### src/rtl/wb_stage_if.sv
// MEM -> WB pipeline bus: one retiring instruction plus its commit side-info.
interface wb_stage_if;
  logic        mem_to_wb_valid;
  logic        wb_allowin;
  logic [31:0] mem_pc;
  logic [31:0] mem_inst;
  logic        mem_gr_we;
  logic [4:0]  mem_rf_waddr;
  logic [31:0] mem_rf_wdata;
  logic        mem_csr_re;
  logic        mem_csr_we;
  logic [13:0] mem_csr_num;
  logic [31:0] mem_csr_wmask;
  logic [31:0] mem_csr_wvalue;
  logic [2:0]  mem_tlb_op;
  logic        mem_excp;
  logic [5:0]  mem_ecode;
  logic [8:0]  mem_esubcode;
  logic [31:0] mem_badv;
  logic        mem_ertn;

  modport master (
    output mem_to_wb_valid, mem_pc, mem_inst, mem_gr_we, mem_rf_waddr, mem_rf_wdata,
           mem_csr_re, mem_csr_we, mem_csr_num, mem_csr_wmask, mem_csr_wvalue,
           mem_tlb_op, mem_excp, mem_ecode, mem_esubcode, mem_badv, mem_ertn,
    input  wb_allowin
  );

  modport slave (
    input  mem_to_wb_valid, mem_pc, mem_inst, mem_gr_we, mem_rf_waddr, mem_rf_wdata,
           mem_csr_re, mem_csr_we, mem_csr_num, mem_csr_wmask, mem_csr_wvalue,
           mem_tlb_op, mem_excp, mem_ecode, mem_esubcode, mem_badv, mem_ertn,
    output wb_allowin
  );
endinterface

### src/rtl/wb_stage.sv
// LoongArch write-back / commit stage: GPR/CSR writes, TLB commands, exception/ERTN
// entry, pipeline flush and debug trace. TLB ops spend a second cycle as a refetch flush.
module wb_stage #(
  parameter int TLBNUM = 16,
  localparam int IDXW  = (TLBNUM > 1) ? $clog2(TLBNUM) : 1
) (
  input  logic             clk,
  input  logic             resetn,
  wb_stage_if.slave        mem,
  input  logic [31:0]      csr_rvalue,
  output logic             csr_re,
  output logic [13:0]      csr_num,
  output logic             csr_we,
  output logic [31:0]      csr_wmask,
  output logic [31:0]      csr_wvalue,
  output logic             rf_we,
  output logic [4:0]       rf_waddr,
  output logic [31:0]      rf_wdata,
  output logic             tlbrd_en,
  output logic             tlbwr_en,
  output logic             tlbfill_en,
  output logic [IDXW-1:0]  tlb_windex,
  output logic             excp_commit,
  output logic             ertn_commit,
  output logic [5:0]       excp_ecode,
  output logic [8:0]       excp_esubcode,
  output logic [31:0]      excp_pc,
  output logic [31:0]      excp_badv,
  output logic             flush,
  output logic             fwd_valid,
  output logic [4:0]       fwd_addr,
  output logic [31:0]      fwd_data,
  output logic [31:0]      debug_wb_pc,
  output logic [3:0]       debug_wb_rf_we,
  output logic [4:0]       debug_wb_rf_wnum,
  output logic [31:0]      debug_wb_rf_wdata
);

  typedef enum logic [1:0] {EMPTY, COMMIT, TLB2} state_e;

  typedef struct packed {
    logic [31:0] pc;
    logic        gr_we;
    logic [4:0]  waddr;
    logic [31:0] wdata;
    logic        csr_re;
    logic        csr_we;
    logic [13:0] csr_num;
    logic [31:0] csr_wmask;
    logic [31:0] csr_wvalue;
    logic [2:0]  tlb_op;   // {fill, wr, rd}
    logic        excp;
    logic [5:0]  ecode;
    logic [8:0]  esubcode;
    logic [31:0] badv;
    logic        ertn;
  } wb_hold_t;

  state_e          state_q, state_d;
  wb_hold_t        hold_q, hold_d;
  logic [IDXW-1:0] windex_q, windex_d;

  logic in_commit, in_tlb2, tlb_any, plain, allowin, load;

  assign in_commit = (state_q == COMMIT);
  assign in_tlb2   = (state_q == TLB2);
  assign tlb_any   = |hold_q.tlb_op;
  // A "plain" commit is one that is allowed to have architectural side effects.
  assign plain     = in_commit & ~hold_q.excp & ~hold_q.ertn;
  assign allowin   = (state_q == EMPTY) | (plain & ~tlb_any);
  assign load      = mem.mem_to_wb_valid & allowin;

  assign mem.wb_allowin = allowin;

  always_comb begin
    hold_d  = hold_q;
    state_d = state_q;
    if (load) begin
      hold_d = '{pc:         mem.mem_pc,
                 gr_we:      mem.mem_gr_we,
                 waddr:      mem.mem_rf_waddr,
                 wdata:      mem.mem_rf_wdata,
                 csr_re:     mem.mem_csr_re,
                 csr_we:     mem.mem_csr_we,
                 csr_num:    mem.mem_csr_num,
                 csr_wmask:  mem.mem_csr_wmask,
                 csr_wvalue: mem.mem_csr_wvalue,
                 tlb_op:     mem.mem_tlb_op,
                 excp:       mem.mem_excp,
                 ecode:      mem.mem_ecode,
                 esubcode:   mem.mem_esubcode,
                 badv:       mem.mem_badv,
                 ertn:       mem.mem_ertn};
      state_d = COMMIT;
    end else begin
      unique case (state_q)
        COMMIT:  state_d = (plain & tlb_any) ? TLB2 : EMPTY;
        TLB2:    state_d = EMPTY;
        default: state_d = EMPTY;
      endcase
    end
  end

  always_comb begin
    windex_d = windex_q;
    if (tlbfill_en)
      windex_d = (windex_q == IDXW'(TLBNUM - 1)) ? '0 : windex_q + 1'b1;
  end

  always_ff @(posedge clk or negedge resetn) begin
    if (!resetn) begin
      state_q  <= EMPTY;
      hold_q   <= '0;
      windex_q <= '0;
    end else begin
      state_q  <= state_d;
      hold_q   <= hold_d;
      windex_q <= windex_d;
    end
  end

  assign csr_re     = plain & hold_q.csr_re;
  assign csr_num    = hold_q.csr_num;
  assign csr_we     = plain & hold_q.csr_we;
  assign csr_wmask  = hold_q.csr_wmask;
  assign csr_wvalue = hold_q.csr_wvalue;

  assign rf_we    = plain & hold_q.gr_we & (hold_q.waddr != 5'd0);
  assign rf_waddr = hold_q.waddr;
  assign rf_wdata = csr_re ? csr_rvalue : hold_q.wdata;

  assign tlbrd_en   = plain & hold_q.tlb_op[0];
  assign tlbwr_en   = plain & hold_q.tlb_op[1];
  assign tlbfill_en = plain & hold_q.tlb_op[2];
  assign tlb_windex = windex_q;

  assign excp_commit   = in_commit & hold_q.excp;
  assign ertn_commit   = in_commit & hold_q.ertn & ~hold_q.excp;
  assign excp_ecode    = hold_q.ecode;
  assign excp_esubcode = hold_q.esubcode;
  // Also valid in TLB2: the refetch target is derived from it.
  assign excp_pc       = hold_q.pc;
  assign excp_badv     = hold_q.badv;
  assign flush         = excp_commit | ertn_commit | in_tlb2;

  assign fwd_valid = in_commit & rf_we;
  assign fwd_addr  = rf_waddr;
  assign fwd_data  = rf_wdata;

  assign debug_wb_pc       = hold_q.pc;
  assign debug_wb_rf_we    = {4{rf_we}};
  assign debug_wb_rf_wnum  = rf_waddr;
  assign debug_wb_rf_wdata = rf_wdata;

endmodule

### src/flat_wrapper.sv
// flat-port wrapper written by rule: the top's interface ports become plain ports
module wb_stage_flat 
#(
  parameter int TLBNUM = 16,
  localparam int IDXW  = (TLBNUM > 1) ? $clog2(TLBNUM) : 1
)
  (clk, resetn, csr_rvalue, csr_re, csr_num, csr_we, csr_wmask, csr_wvalue, rf_we, rf_waddr, rf_wdata, tlbrd_en, tlbwr_en, tlbfill_en, tlb_windex, excp_commit, ertn_commit, excp_ecode, excp_esubcode, excp_pc, excp_badv, flush, fwd_valid, fwd_addr, fwd_data, debug_wb_pc, debug_wb_rf_we, debug_wb_rf_wnum, debug_wb_rf_wdata, mem_mem_to_wb_valid, mem_mem_pc, mem_mem_inst, mem_mem_gr_we, mem_mem_rf_waddr, mem_mem_rf_wdata, mem_mem_csr_re, mem_mem_csr_we, mem_mem_csr_num, mem_mem_csr_wmask, mem_mem_csr_wvalue, mem_mem_tlb_op, mem_mem_excp, mem_mem_ecode, mem_mem_esubcode, mem_mem_badv, mem_mem_ertn, mem_wb_allowin);
  wb_stage_if mem_i ();
  input  logic clk;
  input  logic resetn;
  input  logic [31:0] csr_rvalue;
  output logic csr_re;
  output logic [13:0] csr_num;
  output logic csr_we;
  output logic [31:0] csr_wmask;
  output logic [31:0] csr_wvalue;
  output logic rf_we;
  output logic [4:0] rf_waddr;
  output logic [31:0] rf_wdata;
  output logic tlbrd_en;
  output logic tlbwr_en;
  output logic tlbfill_en;
  output logic [IDXW-1:0] tlb_windex;
  output logic excp_commit;
  output logic ertn_commit;
  output logic [5:0] excp_ecode;
  output logic [8:0] excp_esubcode;
  output logic [31:0] excp_pc;
  output logic [31:0] excp_badv;
  output logic flush;
  output logic fwd_valid;
  output logic [4:0] fwd_addr;
  output logic [31:0] fwd_data;
  output logic [31:0] debug_wb_pc;
  output logic [3:0] debug_wb_rf_we;
  output logic [4:0] debug_wb_rf_wnum;
  output logic [31:0] debug_wb_rf_wdata;
  input wire logic [$bits(mem_i.mem_to_wb_valid)-1:0] mem_mem_to_wb_valid;
  input wire logic [$bits(mem_i.mem_pc)-1:0] mem_mem_pc;
  input wire logic [$bits(mem_i.mem_inst)-1:0] mem_mem_inst;
  input wire logic [$bits(mem_i.mem_gr_we)-1:0] mem_mem_gr_we;
  input wire logic [$bits(mem_i.mem_rf_waddr)-1:0] mem_mem_rf_waddr;
  input wire logic [$bits(mem_i.mem_rf_wdata)-1:0] mem_mem_rf_wdata;
  input wire logic [$bits(mem_i.mem_csr_re)-1:0] mem_mem_csr_re;
  input wire logic [$bits(mem_i.mem_csr_we)-1:0] mem_mem_csr_we;
  input wire logic [$bits(mem_i.mem_csr_num)-1:0] mem_mem_csr_num;
  input wire logic [$bits(mem_i.mem_csr_wmask)-1:0] mem_mem_csr_wmask;
  input wire logic [$bits(mem_i.mem_csr_wvalue)-1:0] mem_mem_csr_wvalue;
  input wire logic [$bits(mem_i.mem_tlb_op)-1:0] mem_mem_tlb_op;
  input wire logic [$bits(mem_i.mem_excp)-1:0] mem_mem_excp;
  input wire logic [$bits(mem_i.mem_ecode)-1:0] mem_mem_ecode;
  input wire logic [$bits(mem_i.mem_esubcode)-1:0] mem_mem_esubcode;
  input wire logic [$bits(mem_i.mem_badv)-1:0] mem_mem_badv;
  input wire logic [$bits(mem_i.mem_ertn)-1:0] mem_mem_ertn;
  output wire logic [$bits(mem_i.wb_allowin)-1:0] mem_wb_allowin;
  assign mem_i.mem_to_wb_valid = mem_mem_to_wb_valid;
  assign mem_i.mem_pc = mem_mem_pc;
  assign mem_i.mem_inst = mem_mem_inst;
  assign mem_i.mem_gr_we = mem_mem_gr_we;
  assign mem_i.mem_rf_waddr = mem_mem_rf_waddr;
  assign mem_i.mem_rf_wdata = mem_mem_rf_wdata;
  assign mem_i.mem_csr_re = mem_mem_csr_re;
  assign mem_i.mem_csr_we = mem_mem_csr_we;
  assign mem_i.mem_csr_num = mem_mem_csr_num;
  assign mem_i.mem_csr_wmask = mem_mem_csr_wmask;
  assign mem_i.mem_csr_wvalue = mem_mem_csr_wvalue;
  assign mem_i.mem_tlb_op = mem_mem_tlb_op;
  assign mem_i.mem_excp = mem_mem_excp;
  assign mem_i.mem_ecode = mem_mem_ecode;
  assign mem_i.mem_esubcode = mem_mem_esubcode;
  assign mem_i.mem_badv = mem_mem_badv;
  assign mem_i.mem_ertn = mem_mem_ertn;
  assign mem_wb_allowin = mem_i.wb_allowin;
  wb_stage #(.TLBNUM(TLBNUM)) u_core (.clk(clk), .resetn(resetn), .mem(mem_i), .csr_rvalue(csr_rvalue), .csr_re(csr_re), .csr_num(csr_num), .csr_we(csr_we), .csr_wmask(csr_wmask), .csr_wvalue(csr_wvalue), .rf_we(rf_we), .rf_waddr(rf_waddr), .rf_wdata(rf_wdata), .tlbrd_en(tlbrd_en), .tlbwr_en(tlbwr_en), .tlbfill_en(tlbfill_en), .tlb_windex(tlb_windex), .excp_commit(excp_commit), .ertn_commit(ertn_commit), .excp_ecode(excp_ecode), .excp_esubcode(excp_esubcode), .excp_pc(excp_pc), .excp_badv(excp_badv), .flush(flush), .fwd_valid(fwd_valid), .fwd_addr(fwd_addr), .fwd_data(fwd_data), .debug_wb_pc(debug_wb_pc), .debug_wb_rf_we(debug_wb_rf_we), .debug_wb_rf_wnum(debug_wb_rf_wnum), .debug_wb_rf_wdata(debug_wb_rf_wdata));
endmodule
### config.mk
export PLATFORM = sky130hd
export DESIGN_NAME = wb_stage_flat
export DESIGN_NICKNAME = d
export VERILOG_FILES = /design/src/rtl/wb_stage_if.sv /design/src/rtl/wb_stage.sv /design/src/flat_wrapper.sv
export SDC_FILE = /design/constraint.sdc
export NUM_CORES = 1
export LEC_CHECK = 0
export CAP_MARGIN = 20
export CORE_AREA = 2 2 228 230
export DETAILED_ROUTE_END_ITERATION = 8
export DIE_AREA = 0 0 230 232
export HOLD_SLACK_MARGIN = 0.15
export PLACE_DENSITY = 0.57
export SLEW_MARGIN = 20
export SYNTH_ARGS = -nofsm -noshare
export SYNTH_HDL_FRONTEND = slang
export SYNTH_SLANG_ARGS = --single-unit
### constraint.sdc
create_clock -name clk -period 1.9 [get_ports clk]
set_input_delay 0.38 -clock clk [delete_from_list [all_inputs] [get_ports clk]]
set_output_delay 0.38 -clock clk [all_outputs]
set_load 0.01 [all_outputs]
Word-level counts from Yosys, hierarchy flattened. Cells that the tools add are included.

Reductions and logical operators: 3. Equality and inequality tests: 3. Bitwise operators: 22. Multiplexer cells: 5. Add/sub/neg operators: 1.

Operator list (count): $mux 32 (1); $and 1x1->1 (16); $mux 2 (3); $reduce_bool 5->1 (1); $add 4x1->4 const B (1); $eq 4x4->1 const B (1); $mux 4 (1); $not 1->1 (3); $or 1x1->1 (3); $reduce_or 3->1 (1); $eq 2x1->1 const B (1); $eq 2x2->1 const B (1); $logic_not 2->1 (1).

Bits in registers: 208. Word-level logic and storage cells: 51. Output and inout bits: 319. Input port bits: 269.

Logic depth before layout (Yosys ltp). Gate-level depths: netlist of the first run.

Depth after elaboration: 7. Depth in mapped cells: 6. Gate-level depth less buffers: 4.

Worst setup path after synthesis of the first run. Ideal clock, no wire load.

Path type: register -> output. Start point: reg u_core.state_q[1]. End point: out fwd_data[10]. Data required time: 1.520 ns. Arrival time: 1.796 ns. Path buffers: 2. Stages on the path, launching flop included: 6. Slack: -0.276 ns. Path through: dfrtp_1 -> nor4b_1 -> nand2_1 -> buf_1 -> mux2_2 -> buf_4.

Cells in the longest elaborated chain, start to end: 5.

RTL lines: start: declaration (RTL line wb_stage.sv:59) `state_e state_q, state_d;`; start signal: assignment (RTL line wb_stage.sv:116) `state_q <= state_d;`; $eq 2x1->1 (RTL line wb_stage.sv:65) `assign in_commit = (state_q == COMMIT);`; $and 1x1->1 (2 in a row) (RTL line wb_stage.sv:69) `assign plain = in_commit & ~hold_q.excp & ~hold_q.ertn;`; $and 1x1->1 (RTL line wb_stage.sv:122) `assign csr_re = plain & hold_q.csr_re;`; $mux 32 (RTL line wb_stage.sv:130) `assign rf_wdata = csr_re ? csr_rvalue : hold_q.wdata;`; end: declaration (RTL line flat_wrapper.sv:33) `output logic [31:0] fwd_data;`.

Every way passes these cells.

Worst setup path in the final report of the first run.
Start point: reg u_core.hold_q[0] (netlist name). End point: out fwd_data[6].

Cells in the longest elaborated chain, start to end: 4.

RTL lines: start: declaration (RTL line wb_stage.sv:60) `wb_hold_t hold_q, hold_d;`; start signal: assignment (RTL line wb_stage.sv:117) `hold_q <= hold_d;`; $not 1->1 (RTL line wb_stage.sv:69); $and 1x1->1 (RTL line wb_stage.sv:69); $and 1x1->1 (RTL line wb_stage.sv:122); $mux 32 (RTL line wb_stage.sv:130).

Every way passes these cells.

==> flow_summary.ini, run 1 <==
[timing]
final-max-slew-violation-count = 0
maxSlewHeadroom_pct = 76.8
min_period_over_period_pct = 137
hold_ws_ps = 323
clock-skew-final_ps = 22.5
finalSetupViolations = 314
setup_slack_ps = -703
finalHoldViolCount = 0
worst_slew_pin_slew_ps = 347
period_needed_ps = 2600
rsz0062_at_grt = true
fmax_mhz = 384

[finish]
num_antenna_cells = 0
drive_gt1_share_pct = 41.8
nets = 1439
area_delta_synth_final_pct = 70.9
final_core_util_pct = 34.8

[critical_path]
r2r_slack_ps = -650
worst_setup_path_end_kind = primary output
rr_endpoint = u_core.hold_q[131]
arrival_ps = 2220
rr_startpoint = u_core.hold_q[48]
critPathLaunchType = flop
crit_fanout = 5
cp.required_ps = 1520
reg2regPathDepth = 11
crit_type = reg -> out

[route]
ant_nets = 0
via_per_inst = 3.76
first_pass_iters = 4
wl_per_cell_um = 17.9
drc = 0
drtIter0Drc = 178
wirelength_mm = 33.5
vias = 7011

[clock_network]
root_buffer = clkbuf_16
numCtsBuffers = 25
tritoncts = yes
clk_pin_slew_ps = 60
cts.sink_count = 208
clockBufferDepth = 3
htreeDepth = 1
clock_latency_ps = 550

[global_routing]
antenna_found_initial = 0
grt_pass1_wl_mm = 45.6
grt_pass1_vias = 7364
grt_overflow = 0
grt_max_degree = 56
grt_usage_pct = 11.0

[logic_synthesis]
ys_types = 30
syn_nets = 1046
synth_area_per_cell_um2 = 13.4
seq_area_frac_synth_pct = 50.2
synth_cells = 776
syn_area_um2 = 10400
yosysWarningCount = 0
ys_seq_elements = 208

[floorplanning]
initial_core_util_pct = 20.4
rows = 83
die-height_um = 232
pin_count = 588
core_area_um2 = 50900
die-area_um2 = 53400
die_w_um = 230

[pwr]
ir_drop_uv = 930
power_w = 0.0323
cellPowerDensity_nw_per_um2 = 1830
p_leak_nw = 8.52

[hold_path]
hold_path_class = in -> async

[run]
maxCapViolCount = 0

[place]
dp_hpwl_mm = 23.0
place.gp.congestion = 0.792
numPortBuffers = 555

[status]
violations = setup timing
outcome = complete, but fails checks
## state kept, by name, indices dropped and copies added (netlist names)
| signal | cells |
|---|---|
| u_core.debug_wb_pc | 32 |
| u_core.tlb_windex | 4 |
| u_core.hold_q | 40 |
| u_core.excp_ecode | 6 |
| u_core.state_q | 2 |
| u_core.excp_badv | 32 |
| u_core.csr_wmask | 32 |
| u_core.debug_wb_rf_wnum | 5 |
| u_core.csr_wvalue | 32 |
| u_core.excp_esubcode | 9 |
| u_core.csr_num | 14 |
## layer usage
metal | global-route usage (%) | vias to the layer above | wire length, um
met5 | 0 | - | 0
met4 | 2.74 | 0 | 764
met3 | 3.75 | 43 | 2720
met2 | 19.6 | 294 | 16800
met1 | 12.7 | 3538 | 13100
li1 | - | 3136 | -
## where the power goes
| group | leakage (nW) | switching, W | internal [W] |
|---|---|---|---|
| clock | 0.407 | 0.00193 | 0.00295 |
| combinational | 5.68 | 0.00705 | 0.0122 |
| sequential | 2.43 | 0.00150 | 0.00673 |
## through the flow
| stage | area (um^2) | setup WS (ps) | instances | setup TNS [ps] |
|---|---|---|---|---|
| 2_1_floorplan | 10400 | -48.5 | 776 | -7630 |
| 3_3_place_gp | 15100 | -586 | 1765 | -152610 |
| 3_5_place_dp | 15100 | -616 | 1765 | -157600 |
| 4_1_cts | 16300 | -858 | 1831 | -153750 |
| 5_1_grt | 17700 | -812 | 1866 | -205080 |
| 6_report | 17700 | -703 | 1866 | -183960 |
## worst max-delay path by stage
stage	startpoint	to	slack, ps	cells past startpoint
after global routing	u_core.hold_q[0]	debug_wb_rf_wdata[10]	-810	6
after floorplan	u_core.hold_q[0]	u_core.csr_num[0]	-50	5
after detailed placement	mem_mem_to_wb_valid	u_core.debug_wb_pc[7]	-620	6
after CTS	u_core.state_q[1]	debug_wb_rf_wdata[30]	-860	6
final	u_core.hold_q[0]	fwd_data[6]	-700	6
after global placement	mem_mem_to_wb_valid	u_core.debug_wb_pc[7]	-590	6
## kinds of logic after synthesis
| kind of cell | after synthesis | synth area share [%] |
|---|---|---|
| muxes | 232 | 25.2 |
| buffers and inverters | 301 | 22.2 |
| AOI/OAI and AO/OA | 14 | 1.01 |
| DFF | 208 | 50.2 |
| xor gates and xnor gates | 1 | 0.0845 |
| adders and majority gates | 1 | 0.121 |
| and+or+nand+nor | 19 | 1.17 |
## final cells by class
class | instances | area (um^2)
flip-flops and latches | 208 | 5210
multi-input cells | 267 | 3620
clock inverters | 5 | 78.8
repair buffers | 665 | 7180
well taps | 680 | 851
clock buffers | 39 | 748
fillers | 4964 | 33200
inverters | 2 | 12.5
## Yosys cell counts
library cell    n  area (um^2)
o21ai_0         2         10.0
nand3_1         1         5.00
dfrtp_1       208         5200
buf_4         272         2040
a31oi_1         2         12.5
a21oi_1         2         10.0
a22o_1          5         43.8
xnor2_1         1         8.76
nor4b_1         1         8.76
or3b_2          1         8.76
nor3_1          1         5.00
buf_2           3         15.0
clkbuf_1        2         7.51
o311a_1         2         20.0
or4b_1          1         10.0
and2_1          4         25.0
and3b_1         1         8.76
or3_1           2         12.5
buf_1           3         11.3
nor2_1          1         3.75
nor4bb_1        1         10.0
buf_6          19          214
mux2i_1         1         10.0
and4_1          1         8.76
o21ai_2         1         8.76
nand2_1         4         15.0
inv_1           2         7.51
ha_1            1         12.5
mux2_2        102         1150
mux2_1        129         1450
## layout by cell type (no fill, tap or decap), drive strengths merged
cell type      synthesis  final
a21oi                  2      2
a22o                   5      5
a31oi                  2      2
and2                   4      4
and3b                  1      1
and4                   1      1
buf                  297    164
bufinv                 0      2
clkbuf                 2     96
clkdlybuf4s50          0    359
clkinv                 0      3
dfrtp                208    208
dlygate4sd3            0      1
dlymetal6s2s           0     84
ha                     1      1
inv                    2      2
mux2                 231    231
mux2i                  1      1
nand2                  4      4
nand3                  1      1
nor2                   1      1
nor3                   1      1
nor4b                  1      1
nor4bb                 1      1
o21ai                  3      3
o311a                  2      2
or3                    2      2
or3b                   1      1
or4b                   1      1
xnor2                  1      1
## timing repair
item,CTS,global route
hold buffers,1,0
setup buffers,16,34
pin swaps,7,4
gates resized for setup,301,529
endpoints found under the setup margin,355,397
gates cloned,7,9
endpoints found under the hold margin,208,0
## critical path: stages (launching register included)
cell       delay [ps]
dfrtp_1           410
nor4b_4           320
buf_6             170
nand2_8            90
clkbuf_16         190
mux2_4            350
buf_6             130
(Power assumes the default switching activity.)
==> inputs of run 2 (changes only) <==
--- a/config.mk
+++ b/config.mk
@@ -6,12 +6,10 @@
 export NUM_CORES = 1
 export LEC_CHECK = 0
 export CAP_MARGIN = 20
-export CORE_AREA = 2 2 228 230
+export CORE_AREA = 2 2 229 231
 export DETAILED_ROUTE_END_ITERATION = 8
-export DIE_AREA = 0 0 230 232
-export HOLD_SLACK_MARGIN = 0.15
-export PLACE_DENSITY = 0.57
-export SLEW_MARGIN = 20
+export DIE_AREA = 0 0 231 233
+export PLACE_DENSITY = 0.55
 export SYNTH_ARGS = -nofsm -noshare
 export SYNTH_HDL_FRONTEND = slang
 export SYNTH_SLANG_ARGS = --single-unit
==> constraint.sdc (replaced) <==
create_clock -name clk -period 2.8 [get_ports clk]
set_input_delay 0.56 -clock clk [delete_from_list [all_inputs] [get_ports clk]]
set_output_delay 0.56 -clock clk [all_outputs]
set_load 0.01 [all_outputs]
==> run 2 against run 1 <==
Effect of this change:
- sequential power shrank 33%
- the run still ends with setup timing left
- critical endpoint is now fwd_data[8]
- register-to-register slack gained 1200 ps
- total power shrank 42%
- non-clock buffer count shrank 75
- wire length shrank 10%
- final cell count shrank 3.8%
- clock power shrank 27%
- worst hold slack gained 150 ps
- count of clock-buffer cells in the layout grew 2
- die area grew 0.87%
==> flow_summary.ini, run 2 (same netlist as run 1, synthesis figures left out) <==
[status]
outcome = complete, but fails checks
violations = setup timing

[global_routing]
antenna_found_initial = 1
grt_pass1_vias = 6923
grt_max_degree = 63
grt_pass1_wl_mm = 42.7
grt_overflow = 0
grt_usage_pct = 10.3

[critical_path]
reg2regPathDepth = 6
cp.required_ps = 2240
crit_slowest_cell = dfrtp_1
r2r_slack_ps = 500
critPathLaunchType = flop
arrival_ps = 2320
path_cells = nor4b_4, buf_6, nand2_8, buf_12, mux2_4, dlygate4sd2_1
worst_setup_path_end_kind = primary output
max_stage_delay_ps = 400
crit_type = reg -> out
rr_startpoint = u_core.state_q[1]
crit_fanout = 17
rr_endpoint = u_core.csr_wvalue[30]

[finish]
num_antenna_cells = 0
final_cells = 1795
final_common_cell = clkdlybuf4s50_1
nets = 1365
fillerInstances = 5247
ff_latch_area_um2 = 5210
largest_reg_flops = 40
area_delta_synth_final_pct = 50.9
top_register = u_core.hold_q
final_cell_mix = clkdlybuf4s50_1 (446), dfrtp_1 (207), mux2_1 (129)
drive_gt1_share_pct = 23.4
multiInputGateArea_um2 = 2960

[floorplanning]
initial_core_util_pct = 20.3
rows = 83
die-area_um2 = 53800
die-height_um = 233
pin_count = 588
core_area_um2 = 51100
die_w_um = 231

[timing]
fmax_mhz = 348
finalHoldViolCount = 0
setup_slack_ps = -77.2
finalSetupViolations = 29
hold_ws_ps = 470
period_needed_ps = 2880
clock-skew-final_ps = 13.5
final-max-slew-violation-count = 0
worst_slew_pin_slew_ps = 466
min_period_over_period_pct = 103
rsz0062_at_grt = true
maxSlewHeadroom_pct = 68.9

[route]
first_pass_iters = 4
drc = 0
wirelength_mm = 30.0
ant_nets = 0
wl_per_cell_um = 16.7
via_per_inst = 3.63
drtIter0Drc = 151
vias = 6508

[clock_network]
clk_pin_slew_ps = 60
clockBufferDepth = 3
tritoncts = yes
clock_latency_ps = 550
cts.sink_count = 208
numCtsBuffers = 26
root_buffer = clkbuf_16
htreeDepth = 1

[place]
numPortBuffers = 555
dp_cells = 1741
place.gp.congestion = 0.735
dp_hpwl_mm = 22.7

[pwr]
power_w = 0.0188
cellPowerDensity_nw_per_um2 = 1200
ir_drop_uv = 680
p_leak_nw = 6.56

[hold_path]
hold_path_class = in -> async

[run]
maxCapViolCount = 0
==> run 2: changes by cell type in the layout (fill, tap and decap cells not counted), sizes merged <==
cell,before,now
buf,164,60
clkdlybuf4s50,359,446
dlymetal6s2s,84,5
dlygate4sd2,0,28
clkbuf,96,89
clkdlybuf4s15,0,2
bufinv,2,3
clkinv,3,4
==> run 2: report_power, final <==
part           switching (W)  leakage [nW]  internal [W]
Combinational        0.00398          3.68       0.00572
Clock                0.00132         0.449       0.00222
Sequential          0.000979          2.43       0.00456
Total                0.00628          6.56        0.0125
==> run 2: layout make-up <==
cell class	count	share of cell area, %
clock buffer	41	5.11
sequential	208	33.3
inverter	2	0.0480
tap	680	5.44
clock inverter	7	0.704
timing repair buffer	590	36.5
multi-input combinational	267	18.9
==> run 2: worst max-delay path, delay by kind of cell (launching register included) <==
kind	cells	cell delay, ps
simple gates	2	390
buf+inv	3	640
flops	1	400
mux	1	340
==> run 2: worst max-delay path by stage <==
stage	from	end	depth (start not counted)
3_3_place_gp	mem_mem_to_wb_valid	u_core.excp_ecode[0]	6
3_5_place_dp	mem_mem_to_wb_valid	u_core.csr_wmask[24]	6
2_1_floorplan	u_core.state_q[1]	fwd_data[10]	5
5_1_grt	u_core.hold_q[48]	debug_wb_rf_wdata[8]	6
6_report	u_core.hold_q[48]	fwd_data[8]	6
4_1_cts	u_core.state_q[1]	debug_wb_rf_we[3]	5
==> run 2: what timing repair did <==
item / in CTS / in global routing
hold endpoints to repair: 29 / 0
pin swaps: 0 / 1
endpoints found under the setup margin: 106 / 103
gates cloned: 0 / 2
hold buffers: 1 / 0
setup buffers: 0 / 3
gates resized for setup: 216 / 107
==> run 2: metrics by stage <==
step | cell area (um^2) | setup TNS (ps) | worst slack (ps) | util [%]
detailed placement | 14800 | 0 | 48.4 | 29.0
global placement | 14800 | 0 | 57.8 | 29.0
global route | 15600 | -5060 | -183 | 30.6
finish | 15600 | -1280 | -77.2 | 30.6
CTS | 15700 | -13620 | -235 | 30.7
floorplan | 10400 | 0 | 444 | -
==> run 2: layer usage <==
metal,track usage (%),part of all wire (%),vias to the layer above
met5,0,0.043,-
met4,3.04,2.4,2
met3,3.28,8.0,37
met2,18.1,51,262
met1,11.9,39,3207
li1,-,-,3000
